[src/rtl/gated_seq_approx_multiplier_if.sv]
// ---------------------------------------------------------------------------
// gated_seq_approx_multiplier_if
//
// Bundles the operand/product handshake and status signals of the
// gated sequential approximate multiplier.
//
// Signals:
//   in_valid  : operand pair valid (master -> slave)
//   in_ready  : block can accept operands (slave -> master)
//   a, b      : multiplicand / multiplier, unsigned, N bits (master -> slave)
//   out_valid : product valid (slave -> master)
//   out_ready : consumer accepts product (master -> slave)
//   product   : 2N-bit result (slave -> master)
//   gate_en   : clock-gating enable for the product register (slave -> master)
//   busy      : high while an operation is in flight or held (slave -> master)
//
// Handshake rule: a transfer happens on a rising clock edge where valid and
// ready are both high. A producer holds valid and data stable until that edge.
// ---------------------------------------------------------------------------
interface gated_seq_approx_multiplier_if #(
    parameter int N = 8
);
    logic             in_valid;
    logic             in_ready;
    logic [N-1:0]     a;
    logic [N-1:0]     b;
    logic             out_valid;
    logic             out_ready;
    logic [2*N-1:0]   product;
    logic             gate_en;
    logic             busy;

    modport master (
        output in_valid, a, b, out_ready,
        input  in_ready, out_valid, product, gate_en, busy
    );

    modport slave (
        input  in_valid, a, b, out_ready,
        output in_ready, out_valid, product, gate_en, busy
    );
endinterface

[src/rtl/gated_seq_approx_multiplier.sv]
// ---------------------------------------------------------------------------
// gated_seq_approx_multiplier
//
// Iterative unsigned shift-add multiplier. One multiplier bit is examined per
// CALC cycle; when that bit is set the shifted multiplicand is accumulated
// into the product register. The accumulation uses approximate columns for
// the low APPROX_LSB product bits (OR, no carry) and an exact add above them
// (carry-in 0 at column APPROX_LSB, carry out of the top column dropped).
// The operation ends as soon as the highest set multiplier bit has been
// processed, so small multipliers finish early.
//
// Ports:
//   clk       : system clock, rising edge
//   rst_n     : synchronous active-low reset
//   bus       : slave side of gated_seq_approx_multiplier_if
//               (in_valid/in_ready/a/b, out_valid/out_ready/product,
//                gate_en, busy)
//   state_dbg : current FSM state (IDLE=0, CALC=1, DONE=2)
//
// Parameters:
//   N          : operand width (N >= 2)
//   APPROX_LSB : number of low product columns combined approximately
//                (0 = exact, up to 2N)
// ---------------------------------------------------------------------------
module gated_seq_approx_multiplier #(
    parameter int N          = 8,
    parameter int APPROX_LSB = 0
) (
    input  logic                          clk,
    input  logic                          rst_n,
    gated_seq_approx_multiplier_if.slave  bus,
    output logic [1:0]                    state_dbg
);

    localparam int W  = 2 * N;
    localparam int KW = (N > 1) ? $clog2(N) : 1;

    localparam logic [1:0] S_IDLE = 2'd0;
    localparam logic [1:0] S_CALC = 2'd1;
    localparam logic [1:0] S_DONE = 2'd2;

    // Columns below APPROX_LSB are OR-combined; the mask marks them.
    function automatic logic [W-1:0] approx_mask();
        logic [W-1:0] m;
        m = '0;
        for (int i = 0; i < W; i++) begin
            if (i < APPROX_LSB) begin
                m[i] = 1'b1;
            end
        end
        return m;
    endfunction

    localparam logic [W-1:0] LO_MASK = approx_mask();

    logic [1:0]    state;
    logic [N-1:0]  a_q;
    logic [N-1:0]  b_q;
    logic [KW-1:0] k;
    logic [W-1:0]  product_q;

    logic [W-1:0]  addend;
    logic [W-1:0]  sum_next;
    logic [N-1:0]  b_rest;
    logic          last_bit;
    logic          add_now;

    always_comb begin
        addend   = {{N{1'b0}}, a_q} << k;
        // Bits of b above k all zero means k is the highest set bit.
        b_rest   = b_q >> k;
        last_bit = (b_rest[N-1:1] == '0);
        add_now  = (state == S_CALC) && b_q[k];
        // Upper operands have their low columns cleared, so their sum has
        // no carry into or out of the approximate region; the top carry
        // falls off the W-bit result.
        sum_next = ((product_q | addend) & LO_MASK)
                 | ((product_q & ~LO_MASK) + (addend & ~LO_MASK));
    end

    always_ff @(posedge clk) begin
        if (!rst_n) begin
            state     <= S_IDLE;
            a_q       <= '0;
            b_q       <= '0;
            k         <= '0;
            product_q <= '0;
        end else begin
            case (state)
                S_IDLE: begin
                    if (bus.in_valid) begin
                        a_q       <= bus.a;
                        b_q       <= bus.b;
                        product_q <= '0;
                        k         <= '0;
                        // A zero multiplier has nothing to accumulate.
                        state     <= (bus.b == '0) ? S_DONE : S_CALC;
                    end
                end
                S_CALC: begin
                    if (add_now) begin
                        product_q <= sum_next;
                    end
                    if (last_bit) begin
                        state <= S_DONE;
                    end else begin
                        k <= k + 1'b1;
                    end
                end
                S_DONE: begin
                    // No new acceptance on this edge; IDLE raises in_ready
                    // one cycle later.
                    if (bus.out_ready) begin
                        state <= S_IDLE;
                    end
                end
                default: begin
                    state <= S_IDLE;
                end
            endcase
        end
    end

    assign bus.in_ready  = (state == S_IDLE);
    assign bus.out_valid = (state == S_DONE);
    assign bus.busy      = (state != S_IDLE);
    assign bus.gate_en   = add_now;
    assign bus.product   = product_q;
    assign state_dbg     = state;

endmodule

[src/flat_wrapper.sv]
// flat-port wrapper written by rule: the top's interface ports become plain ports
module gated_seq_approx_multiplier_flat 
#(
    parameter int N          = 8,
    parameter int APPROX_LSB = 0
)
  (clk, rst_n, state_dbg, bus_in_valid, bus_a, bus_b, bus_out_ready, bus_in_ready, bus_out_valid, bus_product, bus_gate_en, bus_busy);
  gated_seq_approx_multiplier_if #(.N(N)) bus_i ();
  input  logic clk;
  input  logic rst_n;
  output logic [1:0] state_dbg;
  input wire logic [$bits(bus_i.in_valid)-1:0] bus_in_valid;
  input wire logic [$bits(bus_i.a)-1:0] bus_a;
  input wire logic [$bits(bus_i.b)-1:0] bus_b;
  input wire logic [$bits(bus_i.out_ready)-1:0] bus_out_ready;
  output wire logic [$bits(bus_i.in_ready)-1:0] bus_in_ready;
  output wire logic [$bits(bus_i.out_valid)-1:0] bus_out_valid;
  output wire logic [$bits(bus_i.product)-1:0] bus_product;
  output wire logic [$bits(bus_i.gate_en)-1:0] bus_gate_en;
  output wire logic [$bits(bus_i.busy)-1:0] bus_busy;
  assign bus_i.in_valid = bus_in_valid;
  assign bus_i.a = bus_a;
  assign bus_i.b = bus_b;
  assign bus_i.out_ready = bus_out_ready;
  assign bus_in_ready = bus_i.in_ready;
  assign bus_out_valid = bus_i.out_valid;
  assign bus_product = bus_i.product;
  assign bus_gate_en = bus_i.gate_en;
  assign bus_busy = bus_i.busy;
  gated_seq_approx_multiplier #(.N(N), .APPROX_LSB(APPROX_LSB)) u_core (.clk(clk), .rst_n(rst_n), .bus(bus_i), .state_dbg(state_dbg));
endmodule
[config.mk]
export PLATFORM = sky130hd
export DESIGN_NAME = gated_seq_approx_multiplier_flat
export DESIGN_NICKNAME = d
export VERILOG_FILES = /design/src/rtl/gated_seq_approx_multiplier_if.sv /design/src/rtl/gated_seq_approx_multiplier.sv /design/src/flat_wrapper.sv
export SDC_FILE = /design/constraint.sdc
export NUM_CORES = 1
export LEC_CHECK = 0
export CAP_MARGIN = 25
export CORE_ASPECT_RATIO = 1.5
export CORE_UTILIZATION = 53
export DETAILED_ROUTE_END_ITERATION = 8
export GPL_TIMING_DRIVEN = 1
export PLACE_DENSITY_LB_ADDON = 0.1
export SLEW_MARGIN = 15
export SYNTH_ARGS = -nofsm -noshare
export SYNTH_HDL_FRONTEND = slang
export SYNTH_SLANG_ARGS = --single-unit
[constraint.sdc]
create_clock -name clk -period 4 [get_ports clk]
set_clock_uncertainty 0.2 [all_clocks]
set_input_delay 0.4 -clock clk [delete_from_list [all_inputs] [get_ports clk]]
set_output_delay 0.4 -clock clk [all_outputs]
set_load 0.02 [all_outputs]
==> impl_metrics.toml, run 1 <==
[run]
maxCapViolCount = 0

[cts]
cts_tree = "yes"
cts_resized = 0
hold_buffers = 0
clock_latency_ps = 290
cts_buffer_depth = 2
clock-sinks = 37
cts_setup_buffers = 0
h-tree-depth = 2
cts-buffers-inserted = 5
path_clk_slew_ps = 80
cts_root_buf = "clkbuf_8"

[sta]
rsz0062_at_grt = "false"
fin_crit_ps = 3380
timing.fmax_mhz = 295
setup_tns_ps = 0
slew_viol_final = 0
setup_violations = 0
min_period_over_period_pct = 84.6
slew_headroom_pct = 38.0
worstMarginPinSlew_ps = 930
final_hold_viol_count = 0

[worst_setup_path]
crit_slowest_cell = "dfxtp_1"
cp_data_required_time_ps = 3990
crit_path_frequent_cell = "o21ai_0"
critical-path-top-delay-family = "compound AO/OA/AOI/OAI gates"
worstPathBufferInverterCount = 0
reg2regPathDepth = 10
cp_cell_sequence = "mux2i_1, o21ai_0, and2_1, ha_1, nor2b_1, o31a_1, o31ai_1, o21ai_0, xor2_1, a22o_1"
cpPeakStageDelay_ps = 760
path_class = "register to register"
cp-end-kind = "register"
arrival_ps = 3380
crit_cells = 10
critical_path.max_fanout = 16
critPathLaunchType = "register"

[route]
drt_iter0_drc = 97
first_pass_iters = 6
via_count = 2320
vias_per_cell = 5.89
ant_nets = 0
remaining_drc_errors = 3
wl_per_cell_um = 14.6
drt-total-wl_um = 5730

[finish]
insertedDiodeCount = 0
fin_nets = 382
synthToLayoutAreaGrowth_pct = 21.2
drive_above_1_share_pct = 7.23
fin_area_um2 = 3010
fillers = 411

[run_status]
status = "complete, but fails checks"
violations = "design-rule violations"

[die]
dieArea_um2 = 4970
core_area_um2 = 4500
ios = 42
num_rows = 30
initial_core_util_pct = 55.2
die_y_um = 85.9
die_x_um = 57.9

[grt]
gr-total-overflow = 0
grt_usage_pct = 24.8
antenna_found_initial = 0
grt_pass1_wl_um = 9720
grt_max_degree = 30
grt_pass1_vias = 2175

[hold_path]
hold_path_class = "register to register"
holdPathStages = 2

[synth]
syn_area_per_cell_um2 = 8.02
synthArstFlopShare_pct = 0
syn_inst = 310
yosys.cell_types.count = 52
synth_area_um2 = 2490
synthesis.nets = 347
ys_seq_elements = 37
synth_warnings = 0
yosysSeqAreaShare_pct = 29.8
yosys_most_used_dff = "dfxtp_1"
synth_edf_count = 0

[pwr]
p_sw_share_pct = 28.4
p_per_area_nw_per_um2 = 311
comb_power_share_pct = 20.0
p_seq_share_pct = 43.2
ir_worst_vdd_mv = 0.257
p_int_w = 0.000671
power.switching_w = 0.000266
clkPwrFrac_pct = 36.8
power_leakage_nw = 1.17

[place]
gp_congestion = 0.870
place_hpwl_um = 4350
portBuffers = 41
placed_cell_area_um2 = 2890
## power by group through the flow
stage          clock, W  combinational [W]  sequential (W)
4_1_cts        0.000348           0.000189        0.000405
3_5_place_dp          0           0.000188        0.000413
6_report       0.000345           0.000188        0.000405
2_1_floorplan         0           0.000129        0.000408
5_1_grt        0.000365           0.000208        0.000408
3_3_place_gp          0           0.000186        0.000413
## cell families (layout without fill, tap and decap cells)
kind of cell	after synthesis	after routing	share of synthesized area [%]
adder cells (fa/ha/maj)	17	17	8.86
AND/OR/NAND/NOR	109	109	20.9
buffers and inverters	26	62	5.03
AO/OA/AOI/OAI	92	92	22.9
flip-flops	37	37	29.8
multiplexers	16	16	7.90
XOR/XNOR	13	13	4.58
## worst register-to-register path, stage by stage, from the launching register on
cell	delay, ps
dfxtp_1	760
mux2i_1	320
o21ai_0	120
and2_1	180
ha_1	320
nor2b_1	160
o31a_1	290
o31ai_1	400
o21ai_0	180
xor2_1	160
a22o_1	190
## through the flow
step | hold slack (ps) | std cells | setup slack [ps] | utilization [%] | power (W)
2_1_floorplan | 233 | 310 | 1010 | - | 0.000537
3_3_place_gp | 258 | 386 | 733 | 64.2 | 0.000599
3_5_place_dp | 267 | 386 | 654 | 64.2 | 0.000602
4_1_cts | 278 | 394 | 646 | 66.9 | 0.000942
5_1_grt | 305 | 394 | 395 | 66.9 | 0.000981
6_report | 278 | 394 | 615 | 66.9 | 0.000938
## synthesized netlist by cell type (2+ instances only)
master	n	share of area (%)
o31ai_1	4	1.2
or4_1	2	0.60
nand2b_1	2	0.50
inv_1	10	1.5
a22o_1	6	2.1
xnor2_1	8	2.8
nand3_1	6	1.2
dfxtp_1	37	30
nand3b_1	2	0.60
o22ai_1	4	1.0
ha_1	16	8.1
clkbuf_1	9	1.4
or3_1	3	0.75
mux4_2	2	1.8
mux2_2	5	2.3
o21a_1	2	0.60
o31a_1	2	0.70
nor2_1	23	3.5
o21ai_0	15	3.0
o211ai_1	4	1.2
buf_2	3	0.60
nor3_1	2	0.40
nand2_1	52	7.9
and2_1	4	1.0
a211oi_1	3	0.91
a31oi_1	5	1.3
a21oi_1	37	7.4
and3_1	3	0.75
xor2_1	5	1.8
nor2b_1	5	1.3
mux2i_1	8	3.2
## cell type report
| type | count | area (µm²) | area share (%) |
|---|---|---|---|
| Timing Repair Buffer | 43 | 425 | 14.1 |
| Clock buffer | 6 | 82.6 | 2.74 |
| Multi-Input combinational cell | 247 | 1620 | 53.8 |
| Clock inverter | 2 | 37.5 | 1.25 |
| Sequential cell | 37 | 741 | 24.6 |
| Tap cell | 48 | 60.1 | 1.99 |
| Inverter | 11 | 46.3 | 1.54 |
## worst paths after layout
path / startpoint / endpoint / slack [ps]
hold / removal: u_core.b_q[6] / u_core.b_q[6] / 280
setup reg to reg: u_core.k[1] / u_core.bus.product[12] / 620
hold reg to reg: u_core.b_q[6] / u_core.b_q[6] / 280
setup / recovery: u_core.k[1] / u_core.bus.product[12] / 620
## state kept, by name, indices dropped and copies added, names as in the netlist
register and cells:
u_core.bus.product 16, u_core.a_q 8, u_core.b_q 8, u_core.k 3
u_core.state_dbg 2
## layer usage
layer / track usage [%] / vias up / wire length, µm
met2: 45.6 / 57 / 2970
met1: 27.6 / 1067 / 2410
met5: 0 / - / 0
met4: 9.96 / 0 / 167
met3: 3.92 / 16 / 180
li1: - / 1180 / -
## cell usage in the layout (no fill, tap or decap), drive strengths merged, types with 2 or more instances in the layout
cell,count
a211oi,3
a21oi,38
a22o,6
a31oi,5
and2,4
and3,3
buf,2
clkbuf,6
clkdlybuf4s50,41
dfxtp,37
ha,16
inv,11
mux2,6
mux2i,8
mux4,2
nand2,53
nand2b,2
nand3,7
nand3b,2
nor2,25
nor2b,5
nor3,2
o211ai,4
o21a,2
o21ai,16
o22ai,4
o31a,2
o31ai,4
or3,3
or4,2
xnor2,8
xor2,5
Power figures use the tool's default switching activity.
==> inputs of run 2 (changes only) <==
==> constraint.sdc (replaced) <==
create_clock -name clk -period 3.2 [get_ports clk]
set_clock_uncertainty 0.2 [all_clocks]
set_input_delay 0.32 -clock clk [delete_from_list [all_inputs] [get_ports clk]]
set_output_delay 0.32 -clock clk [all_outputs]
set_load 0.02 [all_outputs]
==> run 2 against run 1 <==
  * The run still ends with design-rule violations left
  * Count of clock-buffer cells in the layout fell by 1
  * Register-to-register slack got worse by 390 ps
  * Non-clock buffer count rose by 8
  * Combinational power rose by 27%
  * Sequential power rose by 25%
  * Worst setup slack got worse by 400 ps
  * Via count fell by 0.30%
  * Flip-flop and latch count did not move
  * Design area rose by 2.1%
  * Global-route usage rose by 0.89 points
==> impl_metrics.toml, run 2 (synthesis gave the netlist of run 1 again) <==
[run_status]
status = "complete, but fails checks"
violations = "design-rule violations"

[sta]
worstMarginPinSlew_ps = 633
rsz0062_at_grt = "false"
fin_crit_ps = 2990
finalWorstSetupSlack_ps = 214
timing.fmax_mhz = 335
holdWs_ps = 264
setup_violations = 0
slew_viol_final = 0
final_hold_viol_count = 0
slew_headroom_pct = 57.8
setup_tns_ps = 0
min_period_over_period_pct = 93.3

[cts]
cts_tree = "yes"
cts_resized = 0
cts_root_buf = "clkbuf_8"
cts_buffer_depth = 2
clock-sinks = 37
cts-buffers-inserted = 5
h-tree-depth = 2
path_clk_slew_ps = 80
hold_buffers = 0
cts_setup_buffers = 0
clock_latency_ps = 300

[worst_setup_path]
critical_path.max_fanout = 10
cp_data_required_time_ps = 2680
reg2regPathDepth = 12
arrival_ps = 2470
reg2reg_slack_ps = 230
path_class = "register to primary output"
critPathLaunchType = "register"
cp-end-kind = "primary output"

[finish]
synthToLayoutAreaGrowth_pct = 23.7
register_area_um2 = 743
fillers = 382
largest_reg_flops = 16
final_common_cell = "nand2_1"
layout_common_cells = "nand2_1 (52), clkdlybuf4s50_1 (41), a21oi_1 (37), dfxtp_1 (35), nor2_1 (23)"
drive_above_1_share_pct = 10.2
multi_input_area_um2 = 1630
insertedDiodeCount = 0
fin_nets = 390

[grt]
grt_pass1_wl_um = 10000
grt_pass1_vias = 2312
grt_max_degree = 21
grt_usage_pct = 25.6
gr-total-overflow = 0
antenna_found_initial = 0

[run]
maxCapViolCount = 0

[place]
post-place-ws_ps = 63.9
gp_congestion = 0.871
place_hpwl_um = 4490
portBuffers = 41

[die]
die_x_um = 57.9
initial_core_util_pct = 55.2
die_y_um = 85.9
dieArea_um2 = 4970
ios = 42
num_rows = 30
core_area_um2 = 4500

[pwr]
power_leakage_nw = 1.20
ir_worst_vdd_mv = 0.261
p_per_area_nw_per_um2 = 380

[route]
remaining_drc_errors = 2
first_pass_iters = 8
wl_per_cell_um = 14.6
via_count = 2313
ant_nets = 0
drt-total-wl_um = 5870
drt_iter0_drc = 115
vias_per_cell = 5.75

[hold_path]
hold_path_class = "register to register"
holdPathStages = 2
[run 2: cell type report]
class / instances / share of cell area [%]
Tap cell: 48 / 1.95
Multi-Input combinational cell: 247 / 52.8
Timing Repair Buffer: 51 / 15.8
Inverter: 11 / 1.51
Sequential cell: 37 / 24.2
Clock buffer: 5 / 2.24
Clock inverter: 3 / 1.51
[run 2: worst max-delay path, stage by stage (launching register included)]
cell,delay (ps)
dfxtp_2,470
buf_4,220
mux4_2,500
mux2_4,310
nand2_8,90
inv_6,60
clkdlybuf4s50_1,540
[run 2: per-stage QoR]
| step | std cells | total power, W | instance area, µm² | utilization (%) |
|---|---|---|---|---|
| 6_report | 402 | 0.00117 | 3080 | 68.3 |
| 5_1_grt | 402 | 0.00122 | 3080 | 68.3 |
| 4_1_cts | 402 | 0.00117 | 3070 | 68.1 |
| 3_5_place_dp | 394 | 0.000754 | 2950 | 65.6 |
| 3_3_place_gp | 394 | 0.000750 | 2950 | 65.6 |
| 2_1_floorplan | 310 | 0.000671 | 2490 | - |
[run 2: where the power goes]
group	switching (W)	internal, W
logic	0.000133	0.000106
registers	0.0000233	0.000482
clock network	0.000190	0.000233
[run 2: layer usage]
| metal | routed length [µm] | track usage [%] | part of all wire (%) | vias up |
|---|---|---|---|---|
| met3 | 186 | 4.83 | 3.2 | 12 |
| li1 | - | - | - | 1186 |
| met2 | 3120 | 46.5 | 53 | 50 |
| met5 | 0 | 0 | 0 | - |
| met1 | 2430 | 28.2 | 41 | 1065 |
| met4 | 133 | 11.5 | 2.3 | 0 |
[run 2: final timing paths]
kind	start	to
max	u_core.k[1]	bus_gate_en
min reg2reg	u_core.b_q[0]	u_core.b_q[0]
min	u_core.b_q[0]	u_core.b_q[0]
max reg2reg	u_core.k[1]	u_core.bus.product[13]
